===== src/rtl/cdb_arbiter_if.sv =====
// Result-source and CDB broadcast signals for the CDB arbiter.
// master = producers/consumers around the arbiter, slave = the arbiter itself.
interface cdb_arbiter_if #(
  parameter int unsigned ROB_W = 4
);
  logic             alu_valid;
  logic [ROB_W-1:0] alu_rob_id;
  logic [31:0]      alu_value;
  logic [31:0]      alu_new_pc;
  logic             lsb_valid;
  logic [ROB_W-1:0] lsb_rob_id;
  logic [31:0]      lsb_value;
  logic             alu_stall;
  logic             lsb_stall;
  logic             cdb_valid;
  logic             cdb_src;
  logic [ROB_W-1:0] cdb_rob_id;
  logic [31:0]      cdb_value;
  logic [31:0]      cdb_new_pc;
  logic             overflow_err;

  modport master (
    output alu_valid, alu_rob_id, alu_value, alu_new_pc,
    output lsb_valid, lsb_rob_id, lsb_value,
    input  alu_stall, lsb_stall,
    input  cdb_valid, cdb_src, cdb_rob_id, cdb_value, cdb_new_pc,
    input  overflow_err
  );

  modport slave (
    input  alu_valid, alu_rob_id, alu_value, alu_new_pc,
    input  lsb_valid, lsb_rob_id, lsb_value,
    output alu_stall, lsb_stall,
    output cdb_valid, cdb_src, cdb_rob_id, cdb_value, cdb_new_pc,
    output overflow_err
  );
endinterface


===== src/rtl/cdb_arbiter.sv =====
// Merges ALU and LSB results onto one registered CDB broadcast per cycle,
// with a small per-source FIFO and round-robin resolution of contention.
module cdb_arbiter #(
  parameter int unsigned ROB_W = 4,
  parameter int unsigned DEPTH = 4
) (
  input logic          clk_in,
  input logic          rst_in,
  input logic          rdy_in,
  input logic          rob_clear,
  cdb_arbiter_if.slave bus
);
  localparam int unsigned PTR_W = (DEPTH > 1) ? $clog2(DEPTH) : 1;
  localparam int unsigned CNT_W = $clog2(DEPTH + 1);
  localparam logic GRANT_ALU = 1'b0;
  localparam logic GRANT_LSB = 1'b1;

  logic [ROB_W-1:0] alu_rob_mem [DEPTH];
  logic [31:0]      alu_val_mem [DEPTH];
  logic [31:0]      alu_pc_mem  [DEPTH];
  logic [ROB_W-1:0] lsb_rob_mem [DEPTH];
  logic [31:0]      lsb_val_mem [DEPTH];

  logic [PTR_W-1:0] alu_rd_ptr, alu_wr_ptr, lsb_rd_ptr, lsb_wr_ptr;
  logic [CNT_W-1:0] alu_cnt, lsb_cnt;
  logic             last_grant;
  logic             overflow_q;
  logic             cdb_valid_q, cdb_src_q;
  logic [ROB_W-1:0] cdb_rob_q;
  logic [31:0]      cdb_val_q, cdb_pc_q;

  logic             alu_empty_c, lsb_empty_c, alu_full_c, lsb_full_c;
  logic             alu_cand_c, lsb_cand_c;
  logic [ROB_W-1:0] alu_head_rob_c, lsb_head_rob_c;
  logic [31:0]      alu_head_val_c, alu_head_pc_c, lsb_head_val_c;
  logic             grant_valid_c, grant_src_c, tie_c;
  logic             alu_pop_c, lsb_pop_c, alu_byp_c, lsb_byp_c;
  logic             alu_wr_c, lsb_wr_c, alu_drop_c, lsb_drop_c;

  // Candidate per source: queued head first, otherwise the live input.
  assign alu_empty_c    = (alu_cnt == '0);
  assign lsb_empty_c    = (lsb_cnt == '0);
  assign alu_full_c     = (alu_cnt == CNT_W'(DEPTH));
  assign lsb_full_c     = (lsb_cnt == CNT_W'(DEPTH));
  assign alu_cand_c     = !alu_empty_c || bus.alu_valid;
  assign lsb_cand_c     = !lsb_empty_c || bus.lsb_valid;
  assign alu_head_rob_c = alu_empty_c ? bus.alu_rob_id : alu_rob_mem[alu_rd_ptr];
  assign alu_head_val_c = alu_empty_c ? bus.alu_value  : alu_val_mem[alu_rd_ptr];
  assign alu_head_pc_c  = alu_empty_c ? bus.alu_new_pc : alu_pc_mem[alu_rd_ptr];
  assign lsb_head_rob_c = lsb_empty_c ? bus.lsb_rob_id : lsb_rob_mem[lsb_rd_ptr];
  assign lsb_head_val_c = lsb_empty_c ? bus.lsb_value  : lsb_val_mem[lsb_rd_ptr];
  assign tie_c          = alu_cand_c && lsb_cand_c;

  always_comb begin
    grant_valid_c = 1'b0;
    grant_src_c   = GRANT_ALU;
    if (tie_c) begin
      grant_valid_c = 1'b1;
      grant_src_c   = ~last_grant;
    end else if (alu_cand_c) begin
      grant_valid_c = 1'b1;
      grant_src_c   = GRANT_ALU;
    end else if (lsb_cand_c) begin
      grant_valid_c = 1'b1;
      grant_src_c   = GRANT_LSB;
    end
  end

  // Queue bookkeeping: a bypassed input is consumed, anything else is pushed.
  assign alu_pop_c  = grant_valid_c && (grant_src_c == GRANT_ALU) && !alu_empty_c;
  assign lsb_pop_c  = grant_valid_c && (grant_src_c == GRANT_LSB) && !lsb_empty_c;
  assign alu_byp_c  = grant_valid_c && (grant_src_c == GRANT_ALU) && alu_empty_c;
  assign lsb_byp_c  = grant_valid_c && (grant_src_c == GRANT_LSB) && lsb_empty_c;
  assign alu_drop_c = bus.alu_valid && !alu_byp_c && alu_full_c && !alu_pop_c;
  assign lsb_drop_c = bus.lsb_valid && !lsb_byp_c && lsb_full_c && !lsb_pop_c;
  assign alu_wr_c   = bus.alu_valid && !alu_byp_c && !alu_drop_c;
  assign lsb_wr_c   = bus.lsb_valid && !lsb_byp_c && !lsb_drop_c;

  always_ff @(posedge clk_in) begin
    if (rdy_in && !rob_clear) begin
      if (alu_wr_c) begin
        alu_rob_mem[alu_wr_ptr] <= bus.alu_rob_id;
        alu_val_mem[alu_wr_ptr] <= bus.alu_value;
        alu_pc_mem[alu_wr_ptr]  <= bus.alu_new_pc;
      end
      if (lsb_wr_c) begin
        lsb_rob_mem[lsb_wr_ptr] <= bus.lsb_rob_id;
        lsb_val_mem[lsb_wr_ptr] <= bus.lsb_value;
      end
    end
  end

  always_ff @(posedge clk_in or negedge rst_in) begin
    if (!rst_in) begin
      alu_rd_ptr  <= '0;
      alu_wr_ptr  <= '0;
      lsb_rd_ptr  <= '0;
      lsb_wr_ptr  <= '0;
      alu_cnt     <= '0;
      lsb_cnt     <= '0;
      last_grant  <= GRANT_LSB;
      overflow_q  <= 1'b0;
      cdb_valid_q <= 1'b0;
      cdb_src_q   <= 1'b0;
      cdb_rob_q   <= '0;
      cdb_val_q   <= '0;
      cdb_pc_q    <= '0;
    end else if (rdy_in) begin
      if (rob_clear) begin
        alu_rd_ptr  <= '0;
        alu_wr_ptr  <= '0;
        lsb_rd_ptr  <= '0;
        lsb_wr_ptr  <= '0;
        alu_cnt     <= '0;
        lsb_cnt     <= '0;
        cdb_valid_q <= 1'b0;
      end else begin
        if (alu_pop_c) alu_rd_ptr <= alu_rd_ptr + PTR_W'(1);
        if (alu_wr_c)  alu_wr_ptr <= alu_wr_ptr + PTR_W'(1);
        if (lsb_pop_c) lsb_rd_ptr <= lsb_rd_ptr + PTR_W'(1);
        if (lsb_wr_c)  lsb_wr_ptr <= lsb_wr_ptr + PTR_W'(1);
        if (alu_wr_c && !alu_pop_c)      alu_cnt <= alu_cnt + CNT_W'(1);
        else if (!alu_wr_c && alu_pop_c) alu_cnt <= alu_cnt - CNT_W'(1);
        if (lsb_wr_c && !lsb_pop_c)      lsb_cnt <= lsb_cnt + CNT_W'(1);
        else if (!lsb_wr_c && lsb_pop_c) lsb_cnt <= lsb_cnt - CNT_W'(1);
        if (tie_c) last_grant <= grant_src_c;
        if (alu_drop_c || lsb_drop_c) overflow_q <= 1'b1;
        cdb_valid_q <= grant_valid_c;
        if (grant_valid_c) begin
          cdb_src_q <= grant_src_c;
          if (grant_src_c == GRANT_LSB) begin
            cdb_rob_q <= lsb_head_rob_c;
            cdb_val_q <= lsb_head_val_c;
            cdb_pc_q  <= '0;
          end else begin
            cdb_rob_q <= alu_head_rob_c;
            cdb_val_q <= alu_head_val_c;
            cdb_pc_q  <= alu_head_pc_c;
          end
        end
      end
    end
  end

  // Stall leaves room for the one result already in flight.
  assign bus.alu_stall    = (alu_cnt >= CNT_W'(DEPTH - 1));
  assign bus.lsb_stall    = (lsb_cnt >= CNT_W'(DEPTH - 1));
  assign bus.cdb_valid    = cdb_valid_q;
  assign bus.cdb_src      = cdb_src_q;
  assign bus.cdb_rob_id   = cdb_rob_q;
  assign bus.cdb_value    = cdb_val_q;
  assign bus.cdb_new_pc   = cdb_pc_q;
  assign bus.overflow_err = overflow_q;
endmodule


===== src/flat_wrapper.sv =====
// flat-port wrapper written by rule: the top's interface ports become plain ports
module cdb_arbiter_flat 
#(
  parameter int unsigned ROB_W = 4,
  parameter int unsigned DEPTH = 4
)
  (clk_in, rst_in, rdy_in, rob_clear, bus_alu_valid, bus_alu_rob_id, bus_alu_value, bus_alu_new_pc, bus_lsb_valid, bus_lsb_rob_id, bus_lsb_value, bus_alu_stall, bus_lsb_stall, bus_cdb_valid, bus_cdb_src, bus_cdb_rob_id, bus_cdb_value, bus_cdb_new_pc, bus_overflow_err);
  cdb_arbiter_if #(.ROB_W(ROB_W)) bus_i ();
  input logic clk_in;
  input logic rst_in;
  input logic rdy_in;
  input logic rob_clear;
  input wire logic [$bits(bus_i.alu_valid)-1:0] bus_alu_valid;
  input wire logic [$bits(bus_i.alu_rob_id)-1:0] bus_alu_rob_id;
  input wire logic [$bits(bus_i.alu_value)-1:0] bus_alu_value;
  input wire logic [$bits(bus_i.alu_new_pc)-1:0] bus_alu_new_pc;
  input wire logic [$bits(bus_i.lsb_valid)-1:0] bus_lsb_valid;
  input wire logic [$bits(bus_i.lsb_rob_id)-1:0] bus_lsb_rob_id;
  input wire logic [$bits(bus_i.lsb_value)-1:0] bus_lsb_value;
  output wire logic [$bits(bus_i.alu_stall)-1:0] bus_alu_stall;
  output wire logic [$bits(bus_i.lsb_stall)-1:0] bus_lsb_stall;
  output wire logic [$bits(bus_i.cdb_valid)-1:0] bus_cdb_valid;
  output wire logic [$bits(bus_i.cdb_src)-1:0] bus_cdb_src;
  output wire logic [$bits(bus_i.cdb_rob_id)-1:0] bus_cdb_rob_id;
  output wire logic [$bits(bus_i.cdb_value)-1:0] bus_cdb_value;
  output wire logic [$bits(bus_i.cdb_new_pc)-1:0] bus_cdb_new_pc;
  output wire logic [$bits(bus_i.overflow_err)-1:0] bus_overflow_err;
  assign bus_i.alu_valid = bus_alu_valid;
  assign bus_i.alu_rob_id = bus_alu_rob_id;
  assign bus_i.alu_value = bus_alu_value;
  assign bus_i.alu_new_pc = bus_alu_new_pc;
  assign bus_i.lsb_valid = bus_lsb_valid;
  assign bus_i.lsb_rob_id = bus_lsb_rob_id;
  assign bus_i.lsb_value = bus_lsb_value;
  assign bus_alu_stall = bus_i.alu_stall;
  assign bus_lsb_stall = bus_i.lsb_stall;
  assign bus_cdb_valid = bus_i.cdb_valid;
  assign bus_cdb_src = bus_i.cdb_src;
  assign bus_cdb_rob_id = bus_i.cdb_rob_id;
  assign bus_cdb_value = bus_i.cdb_value;
  assign bus_cdb_new_pc = bus_i.cdb_new_pc;
  assign bus_overflow_err = bus_i.overflow_err;
  cdb_arbiter #(.ROB_W(ROB_W), .DEPTH(DEPTH)) u_core (.clk_in(clk_in), .rst_in(rst_in), .rdy_in(rdy_in), .rob_clear(rob_clear), .bus(bus_i));
endmodule

===== config.mk =====
export PLATFORM = sky130hd
export DESIGN_NAME = cdb_arbiter_flat
export DESIGN_NICKNAME = d
export VERILOG_FILES = /design/src/rtl/cdb_arbiter_if.sv /design/src/rtl/cdb_arbiter.sv /design/src/flat_wrapper.sv
export SDC_FILE = /design/constraint.sdc
export NUM_CORES = 1
export LEC_CHECK = 0
export BUFFER_PORTS_ARGS = -buffer_cell sky130_fd_sc_hd__buf_2
export CAP_MARGIN = 0
export CORE_MARGIN = 10
export CORE_UTILIZATION = 43
export DETAILED_ROUTE_END_ITERATION = 10
export PLACE_DENSITY_LB_ADDON = 0.25
export SLEW_MARGIN = 5
export SYNTH_ARGS = -nofsm -noshare
export SYNTH_HDL_FRONTEND = slang
export SYNTH_SLANG_ARGS = --single-unit

===== constraint.sdc =====
create_clock -name clk_in -period 5 [get_ports clk_in]
set_clock_uncertainty 0.2 [all_clocks]
set_input_delay 0 -clock clk_in [delete_from_list [all_inputs] [get_ports clk_in]]
set_output_delay 0 -clock clk_in [all_outputs]
set_load 0.005 [all_outputs]

==> summary.txt, run 1 <==
Critical path
  • Crit path kind: register to register
  • R2R setup slack: 1.82 ns
  • Worst Reg2Reg Path Length in Cells: 4
  • Reg-to-reg endpoint: u_core.bus.cdb_new_pc[12]$_DFFE_PN0P_
  • CP Capture Type: register
  • Data arrival, critical path: 3.44 ns
  • Critical Path Start Type: register
  • Critical Path RT: 5.26 ns
  • Reg2reg start: u_core.alu_cnt[0]$_DFFE_PN0P_
  • Worst Path Max Fanout: 39

Global route
  • Number of global-route vias before repair: 12000
  • GRT Total Usage: 17.0%
  • First-pass GRT wire length: 74200 um
  • Global route total overflow: 0
  • Antenna violations before repair: 5
  • Largest net degree at the start of global routing: 72

Synth
  • Count leader, synth: edfxtp_1
  • Syn nets: 1210
  • Predominant post-synthesis flop cell: edfxtp_1
  • Cells after synthesis: 1090
  • Synth area leaders: edfxtp_1 62%, mux4_2 12%, dfrtp_1 10%
  • Yosys warning count: 0
  • EDFF count, synth: 416
  • Post-synthesis sequential element count: 502
  • Largest area contributor in the netlist: edfxtp_1
  • Yosys cell types: 56
  • Synthesized cell area: 20300 sq um
  • Syn avg cell area: 18.6 sq um
  • Top post-synthesis cells by count: 416 x edfxtp_1, 104 x mux4_2, 85 x dfrtp_1
  • Asr flop ratio synth: 17.1%
  • Yosys top cell area share: 61.5%
  • Register area share after synthesis: 72.1%

Placement
  • Port Buf Inserts: 182
  • Placed Cells: 1818
  • Hpwl dp: 28400 um
  • RD Place Congestion: 0.772

Final layout
  • Post-Layout Cell Count: 2119
  • Fillers: 3682
  • P&R area growth vs syn: 26.4%
  • Layout cell share with drive strength beyond 1: 31.3%
  • Nets@finish: 1584

Power and ir drop
  • Leakage dissipation: 8.98 nW
  • PD cells: 519 nW/um^2
  • Worst IR Drop VDD: 388 uV

Hold path
  • Hold endpoint: u_core.alu_val_mem[2][22]$_DFFE_PP_
  • Hold path start: bus_alu_value[22]
  • Hold path depth: 2
  • Hold Path Class: input pin to register

CTS
  • H-tree Lvls: 2
  • # clock sinks: 502
  • Clock-pin slew on the worst setup and hold paths: 0.06 ns
  • Clk buf depth: 3
  • Cts repair resizes: 0
  • CTS Buf Count: 53
  • CTS tree: built
  • Root Buffer: clkbuf_16
  • Clk_lat worst skew: 0.60 ns

Detailed routing
  • Drt first pass iters: 5
  • Drt total wl: 48300 um
  • Avg WL per Cell: 22.8 um
  • Drc violations: 0
  • Vias/cell: 5.41
  • Routed Antenna Nets: 0
  • Vias: 11500
  • Drt first-iter violations: 917

Floorplanning
  • Initial core utilization: 43.5%
  • Die H: 237 um
  • Width of the die: 237 um
  • DIE AREA: 56300 sq um
  • FP Rows: 79
  • I/O pins: 183
  • Core area: 46700 sq um

Timing
  • Post-layout min period: 3.18 ns
  • Period Utilization, post-route: 63.7%
  • Setup TNS: 0 ns
  • Relative slew margins: 24.3%
  • RSZ-0062 raised after global routing: no
  • Setup violators final: 0
  • Final Hold Fails: 0
  • Slew Limit Fails: 0
  • Fmax: 314 MHz
  • Actual slew at the worst max-slew pin: 1.14 ns

Run status
  • Status: completed

Run
  • MaxCap Viol Count: 0
layer usage:
metal,vias up,routed length [um],track usage [%]
li1,5196,-,-
met4,4,961,4.82
met1,5888,21300,23.5
met2,305,23200,27.2
met3,69,2790,3.32
met5,-,27,0
cells in the final DEF (no fill, tap or decap), types with 4 or more instances in the layout:
cell,n
inv_1,14
nand3b_1,34
and3_2,4
clkbuf_16,54
clkinv_1,8
dfrtp_1,82
mux4_2,104
nand2_1,47
mux2_2,34
edfxtp_1,416
o311ai_0,4
nor2_1,6
a21oi_1,5
o22ai_1,8
mux2i_1,33
o21ai_1,13
o21ai_0,69
buf_4,16
buf_2,181
clkbuf_1,8
clkbuf_8,6
o22ai_2,28
dlygate4sd3_1,197
bufinv_16,8
and3_4,4
a31oi_1,35
clkinv_2,12
ha_1,8
logic make-up (layout without fill, tap and decap cells):
kind of cell    after synthesis  after routing  share of synthesized area (%)
buf+inv                      91            510                           2.06
mux                         171            171                           15.0
compound gates              189            189                           6.50
simple gates                125            125                           3.48
fa+ha+maj                    10             10                          0.690
other cells                   0              3                              0
xor+xnor                      2              2                         0.0863
flops                       502            502                           72.1
where the power goes:
group | switching (mW) | internal, mW
Combinational | 1.92 | 1.77
Clock | 1.63 | 2.49
Sequential | 0.501 | 5.01
sequential cells by signal, summed over array words and instances, names as in the netlist:
| signal | flops |
|---|---|
| u_core.lsb_wr_ptr | 2 |
| u_core.alu_rob_mem | 16 |
| u_core.bus.cdb_src | 1 |
| u_core.lsb_val_mem | 128 |
| u_core.alu_cnt | 3 |
| u_core.bus.cdb_new_pc | 32 |
| u_core.lsb_cnt | 3 |
| u_core.bus.cdb_rob_id | 4 |
| u_core.bus.cdb_valid | 1 |
| u_core.alu_wr_ptr | 2 |
| u_core.alu_val_mem | 128 |
| u_core.last_grant | 1 |
| u_core.lsb_rd_ptr | 2 |
| u_core.lsb_rob_mem | 16 |
| u_core.alu_pc_mem | 128 |
| u_core.alu_rd_ptr | 2 |
| u_core.bus.overflow_err | 1 |
| u_core.bus.cdb_value | 32 |
worst max-delay path, cell delays in order (launching register included):
cell and delay, ns:
dfrtp_1 0.49, nor4_1 0.79, a211o_2 0.90, buf_4 0.47, o21ai_0 0.17
repair_timing:
action,CTS,global route
hold buffers,198,0
setup buffers,0,0
hold endpoints to repair,563,0
worst max-delay path by stage:
stage,from,endpoint,slack (ns)
floorplan,u_core.lsb_cnt[0]$_DFFE_PN0P_,u_core.alu_pc_mem[0][0]$_DFFE_PP_,1.26
finish,u_core.alu_cnt[0]$_DFFE_PN0P_,u_core.bus.cdb_new_pc[12]$_DFFE_PN0P_,1.82
global placement,u_core.alu_cnt[0]$_DFFE_PN0P_,u_core.bus.cdb_new_pc[6]$_DFFE_PN0P_,1.90
CTS,u_core.alu_cnt[0]$_DFFE_PN0P_,u_core.bus.cdb_new_pc[3]$_DFFE_PN0P_,1.82
global route,u_core.alu_cnt[0]$_DFFE_PN0P_,u_core.bus.cdb_new_pc[12]$_DFFE_PN0P_,1.62
detailed placement,u_core.alu_cnt[0]$_DFFE_PN0P_,u_core.bus.cdb_new_pc[10]$_DFFE_PN0P_,1.85
final cells by class:
cell class | instances | area [sq um] | share of cell area (%)
Clock inverter | 32 | 393 | 1.53
Multi-Input combinational cell | 497 | 5300 | 20.7
Timing Repair Buffer | 395 | 3030 | 11.8
Antenna cell | 3 | 7.51 | 0.0293
Sequential cell | 502 | 14700 | 57.1
Clock buffer | 68 | 1460 | 5.70
Tap cell | 607 | 759 | 2.96
Inverter | 15 | 56.3 | 0.219
through the flow:
step                      area [sq um]  hold slack (ns)  setup WS [ns]  util, %  total power [mW]
after floorplan                  20300           -0.496           1.26        -              7.93
after global routing             25700          0.00962           1.62     55.0              14.0
final                            25700           0.0189           1.82     55.0              13.3
after global placement           21800           0.0110           1.90     46.7              9.14
after CTS                        25700         0.000298           1.82     55.0              13.5
after detailed placement         21800           0.0241           1.85     46.7              9.18
No activity file was read; power rests on OpenSTA's default activity.
==> inputs of run 2 (changes only) <==
- clock period: 5 -> 2.95 ns (I/O delays scaled with it)
==> summary.txt, run 2 (synthesis results as in run 1) <==
Floorplanning
  • Width of the die: 237 um
  • Core area: 46700 sq um
  • I/O pins: 183
  • Die H: 237 um
  • DIE AREA: 56300 sq um
  • Initial core utilization: 43.5%
  • FP Rows: 79

Final layout
  • Biggest regs: u_core.alu_pc_mem x128, u_core.alu_val_mem x128, u_core.lsb_val_mem x128
  • Fillers: 3661
  • P&R area growth vs syn: 27.1%
  • Nets@finish: 1596
  • Commonest non-fill, non-tap cell in the layout: edfxtp_1
  • Post-Layout Cell Count: 2127
  • Layout cell share with drive strength beyond 1: 31.7%
  • Most frequent cells in the layout: 416 x edfxtp_1, 192 x dlygate4sd3_1, 181 x buf_2

CTS
  • Cts repair resizes: 0
  • # clock sinks: 502
  • Clk_lat worst skew: 0.60 ns
  • Clk buf depth: 3
  • Root Buffer: clkbuf_16
  • Post-CTS Setup Bufs: 0
  • H-tree Lvls: 2
  • Clock-pin slew on the worst setup and hold paths: 0.07 ns
  • CTS Buf Count: 50
  • CTS tree: built
  • Hold-fix buffers at CTS: 192

Placement
  • Port Buf Inserts: 182
  • Hpwl dp: 30100 um
  • RD Place Congestion: 0.798
  • Placed Cells: 1839

Critical path
  • Crit-path slowest cell: or4_4
  • Reg2reg start: u_core.lsb_cnt[1]$_DFFE_PN0P_
  • CP cell instances: or4_4 -> nand3_1 -> and3_1 -> and3_4 -> buf_12
  • Worst Reg2Reg Path Length in Cells: 5
  • Crit path kind: register to register
  • CP max stage delay: 0.63 ns
  • CP Launch Point: u_core.lsb_cnt[1]$_DFFE_PN0P_
  • Worst Path Max Fanout: 68
  • Data arrival, critical path: 2.77 ns
  • Critical Path Start Type: register
  • Critical Path RT: 2.96 ns
  • CP Capture Type: register

Detailed routing
  • Drt first pass iters: 5
  • Drt total wl: 48900 um
  • Vias: 11500
  • Top sig layer: met5
  • Drc violations: 0
  • Met2 Wirelength: 23100 um
  • Metal-1 WL: 21800 um
  • Drt first-iter violations: 1152
  • Avg WL per Cell: 23.0 um
  • Routed Antenna Nets: 0
  • Vias/cell: 5.42
  • Met3 routed WL: 2840 um

Timing
  • Actual slew at the worst max-slew pin: 0.638 ns
  • Period Utilization, post-route: 93.4%
  • Slew Limit Fails: 0
  • Final Hold Fails: 0
  • Hold WS: 0.0267 ns
  • Relative slew margins: 57.4%
  • RSZ-0062 raised after global routing: no
  • Setup violators final: 0
  • Post-layout min period: 2.76 ns
  • Fmax: 363 MHz

Hold path
  • Hold Path Class: input pin to register
  • Hold path start: bus_alu_new_pc[14]
  • Hold path depth: 2

Global route
  • Global route total overflow: 0
  • First-pass GRT wire length: 74600 um
  • Number of global-route vias before repair: 12000
  • GRT Total Usage: 17.1%
  • Largest net degree at the start of global routing: 87
  • Antenna violations before repair: 5

Run
  • MaxCap Viol Count: 0

Power and ir drop
  • Leakage dissipation: 9.02 nW
  • PD cells: 872 nW/um^2
  • Worst IR Drop VDD: 506 uV

Run status
  • Status: completed
[run 2: changes by cell type in the layout (fill, tap and decap cells not counted), sizes merged]
cell / change
clkinv: -5
buf: +20
diode: -1
clkinvlp: +2
inv: -2
dlygate4sd3: -5
bufinv: -1
[run 2: critical path, delay by kind of cell (launching register included)]
kind	cells	cell delay, ns
buffers and inverters	1	0.32
flip-flops	1	0.44
AND/OR/NAND/NOR	4	1.31
[run 2: metrics by stage]
stage               area [sq um]  TNS, ns  setup slack (ns)  power, mW  utilization [%]
floorplan                  20300    -9.19           -0.0316       13.4                -
global route               25800        0            0.0512       23.6             55.3
finish                     25800        0             0.195       22.5             55.3
CTS                        25800        0             0.197       22.8             55.3
detailed placement         22200        0             0.199       15.9             47.5
global placement           22200        0             0.253       15.8             47.5
[run 2: routing by layer]
metal / global-route usage (%) / vias to the layer above
met5: 0 / -
met4: 4.74 / 6
met3: 3.55 / 80
met2: 26.9 / 316
met1: 24.0 / 5918
li1: - / 5218
[run 2: layout make-up]
cell class                      count  area [sq um]  area share, %
Multi-Input combinational cell    497          5300           20.5
Timing Repair Buffer              410          3310           12.8
Sequential cell                   502         14700           56.8
Clock buffer                       68          1390           5.39
Clock inverter                     26           339           1.31
Antenna cell                        2          5.00         0.0194
Inverter                           15          56.3          0.218
Tap cell                          607           759           2.94
[run 2: final timing paths]
kind,end,slack (ns)
worst max-delay path,u_core.alu_rob_mem[1][0]$_DFFE_PP_,0.19
worst min-delay path,u_core.alu_pc_mem[0][14]$_DFFE_PP_,0.03
worst max register to register,u_core.alu_rob_mem[1][0]$_DFFE_PP_,0.19
worst min register to register,u_core.bus.overflow_err$_DFFE_PN0P_,0.27
max in group asynchronous,u_core.alu_rd_ptr[0]$_DFFE_PN0P_,1.63
min in group asynchronous,u_core.bus.cdb_new_pc[7]$_DFFE_PN0P_,0.34
[run 2: where the power goes]
group          internal (mW)  switching, mW
Sequential              8.48          0.709
Clock                   3.94           2.67
Combinational           3.21           3.50
==> inputs of run 3 (changes only) <==
- CORE_MARGIN: 10 -> default
- clock period: 2.95 -> 3.4 ns (I/O delays scaled with it)
==> summary.txt, run 3 (synthesis results as in run 1) <==
CTS
  • Clk_lat worst skew: 0.59 ns
  • Clk buf depth: 3
  • Root Buffer: clkbuf_16
  • Clock-pin slew on the worst setup and hold paths: 0.06 ns
  • CTS tree: built
  • CTS Buf Count: 52
  • Cts repair resizes: 0
  • H-tree Lvls: 2
  • # clock sinks: 502

Placement
  • Hpwl dp: 29100 um
  • RD Place Congestion: 0.768
  • Pre-CTS WS: 0.617 ns
  • Port Buf Inserts: 182

Detailed routing
  • Vias/cell: 5.42
  • Drt total wl: 47200 um
  • Routed Antenna Nets: 0
  • Drt first-iter violations: 825
  • Drc violations: 0
  • Avg WL per Cell: 22.2 um
  • Vias: 11500
  • Drt first pass iters: 5

Critical path
  • Crit-path slowest cell: or4_4
  • Worst Reg2Reg Path Length in Cells: 5
  • R2R setup slack: 0.60 ns
  • Data arrival, critical path: 2.88 ns
  • Crit path kind: register to register
  • CP Capture Type: register
  • Critical Path Start Type: register
  • Critical Path RT: 3.48 ns
  • Worst Path Max Fanout: 24
  • CP max stage delay: 0.61 ns
  • CP cell instances: or4_4 -> nand3_1 -> and3_1 -> and3_4 -> buf_12

Global route
  • First-pass GRT wire length: 71700 um
  • Number of global-route vias before repair: 11700
  • Global route total overflow: 0
  • Antenna violations before repair: 3
  • Largest net degree at the start of global routing: 72
  • GRT Total Usage: 19.9%

Final layout
  • Most frequent cells in the layout: 416 x edfxtp_1, 187 x dlygate4sd3_1, 181 x buf_2
  • N_diodes: 0
  • Nets@finish: 1598
  • Layout cell share with drive strength beyond 1: 32.7%
  • P&R area growth vs syn: 27.9%
  • Fillers: 3597
  • Biggest regs: u_core.alu_pc_mem x128, u_core.alu_val_mem x128, u_core.lsb_val_mem x128
  • Commonest non-fill, non-tap cell in the layout: edfxtp_1

Timing
  • Setup TNS: 0 ns
  • Final Hold Fails: 0
  • Period Utilization, post-route: 82.4%
  • Setup violators final: 0
  • Worst setup margin: 0.598 ns
  • Fmax: 357 MHz
  • Relative slew margins: 49.9%
  • Slew Limit Fails: 0
  • RSZ-0062 raised after global routing: no
  • Actual slew at the worst max-slew pin: 0.751 ns
  • Post-layout min period: 2.80 ns

Power and ir drop
  • Worst IR Drop VDD: 468 uV
  • Leakage dissipation: 9.12 nW
  • PD cells: 767 nW/um^2

Floorplanning
  • Width of the die: 219 um
  • Initial core utilization: 43.6%
  • I/O pins: 183
  • FP Rows: 79
  • Die H: 219 um
  • DIE AREA: 48100 sq um
  • Core area: 46600 sq um

Run status
  • Status: completed

Hold path
  • Hold path depth: 2
  • Hold Path Class: input pin to register

Run
  • MaxCap Viol Count: 0
-- run 3: cell count changes in the layout (fill, tap and decap cells not counted), sizes merged --
cell         change
dlygate4sd3      -5
diode            -2
clkinv           -5
inv              +1
bufinv           +4
buf              +5
clkbuf           +3
-- run 3: layer usage --
layer	vias up	GRT usage, %	share of wire [%]
met5	-	0	0.074
li1	5225	-	-
met1	5917	29.1	45
met2	319	30.6	47
met4	6	5.23	2.0
met3	69	3.98	5.7
-- run 3: per-stage QoR --
step / power, mW / utilization (%) / instances / instance area [sq um] / hold WS [ns]
4_1_cts: 20.1 / 55.8 / 2128 / 26000 / 0.00115
5_1_grt: 20.8 / 55.8 / 2128 / 26000 / 0.00149
2_1_floorplan: 11.7 / - / 1090 / 20300 / -0.496
3_3_place_gp: 13.6 / 47.6 / 1843 / 22200 / -0.0538
3_5_place_dp: 13.7 / 47.6 / 1843 / 22200 / -0.0513
6_report: 19.9 / 55.8 / 2128 / 26000 / 0.00163
-- run 3: path summary, 6_finish.rpt --
check                                                        end                             startpoint
setup / recovery              u_core.alu_pc_mem[3][31]$_DFFE_PP_          u_core.lsb_cnt[0]$_DFFE_PN0P_
hold reg to reg            u_core.bus.cdb_new_pc[10]$_DFFE_PN0P_  u_core.bus.cdb_new_pc[10]$_DFFE_PN0P_
setup reg to reg              u_core.alu_pc_mem[3][31]$_DFFE_PP_          u_core.lsb_cnt[0]$_DFFE_PN0P_
min in group asynchronous          u_core.last_grant$_DFFE_PN1P_                                 rst_in
max in group asynchronous  u_core.bus.cdb_new_pc[26]$_DFFE_PN0P_                                 rst_in
hold / removal               u_core.lsb_val_mem[3][25]$_DFFE_PP_                      bus_lsb_value[25]
-- run 3: where the power goes --
group	switching, mW	internal [mW]
sequential	0.649	7.36
combinational	2.95	2.73
clock	2.37	3.87
total	5.96	14.0
-- run 3: layout make-up --
| type | instances | area, sq um | area share [%] |
|---|---|---|---|
| clock buffers | 71 | 1460 | 5.64 |
| clock inverters | 26 | 440 | 1.70 |
| inverters | 15 | 56.3 | 0.217 |
| multi-input cells | 497 | 5300 | 20.4 |
| flip-flops and latches | 502 | 14700 | 56.4 |
| well taps | 607 | 759 | 2.93 |
| repair buffers | 410 | 3290 | 12.7 |
-- run 3: critical path: cells and delay by family (launching register included) --
| family | cells | cell delay, ns |
|---|---|---|
| buffers and inverters | 1 | 0.25 |
| DFF | 1 | 0.46 |
| and+or+nand+nor | 4 | 1.57 |
-- run 3: timing repair --
item                      4_1_cts  5_1_grt
hold buffers                  188        0
setup buffers                   0        0
hold endpoints to repair      564        0
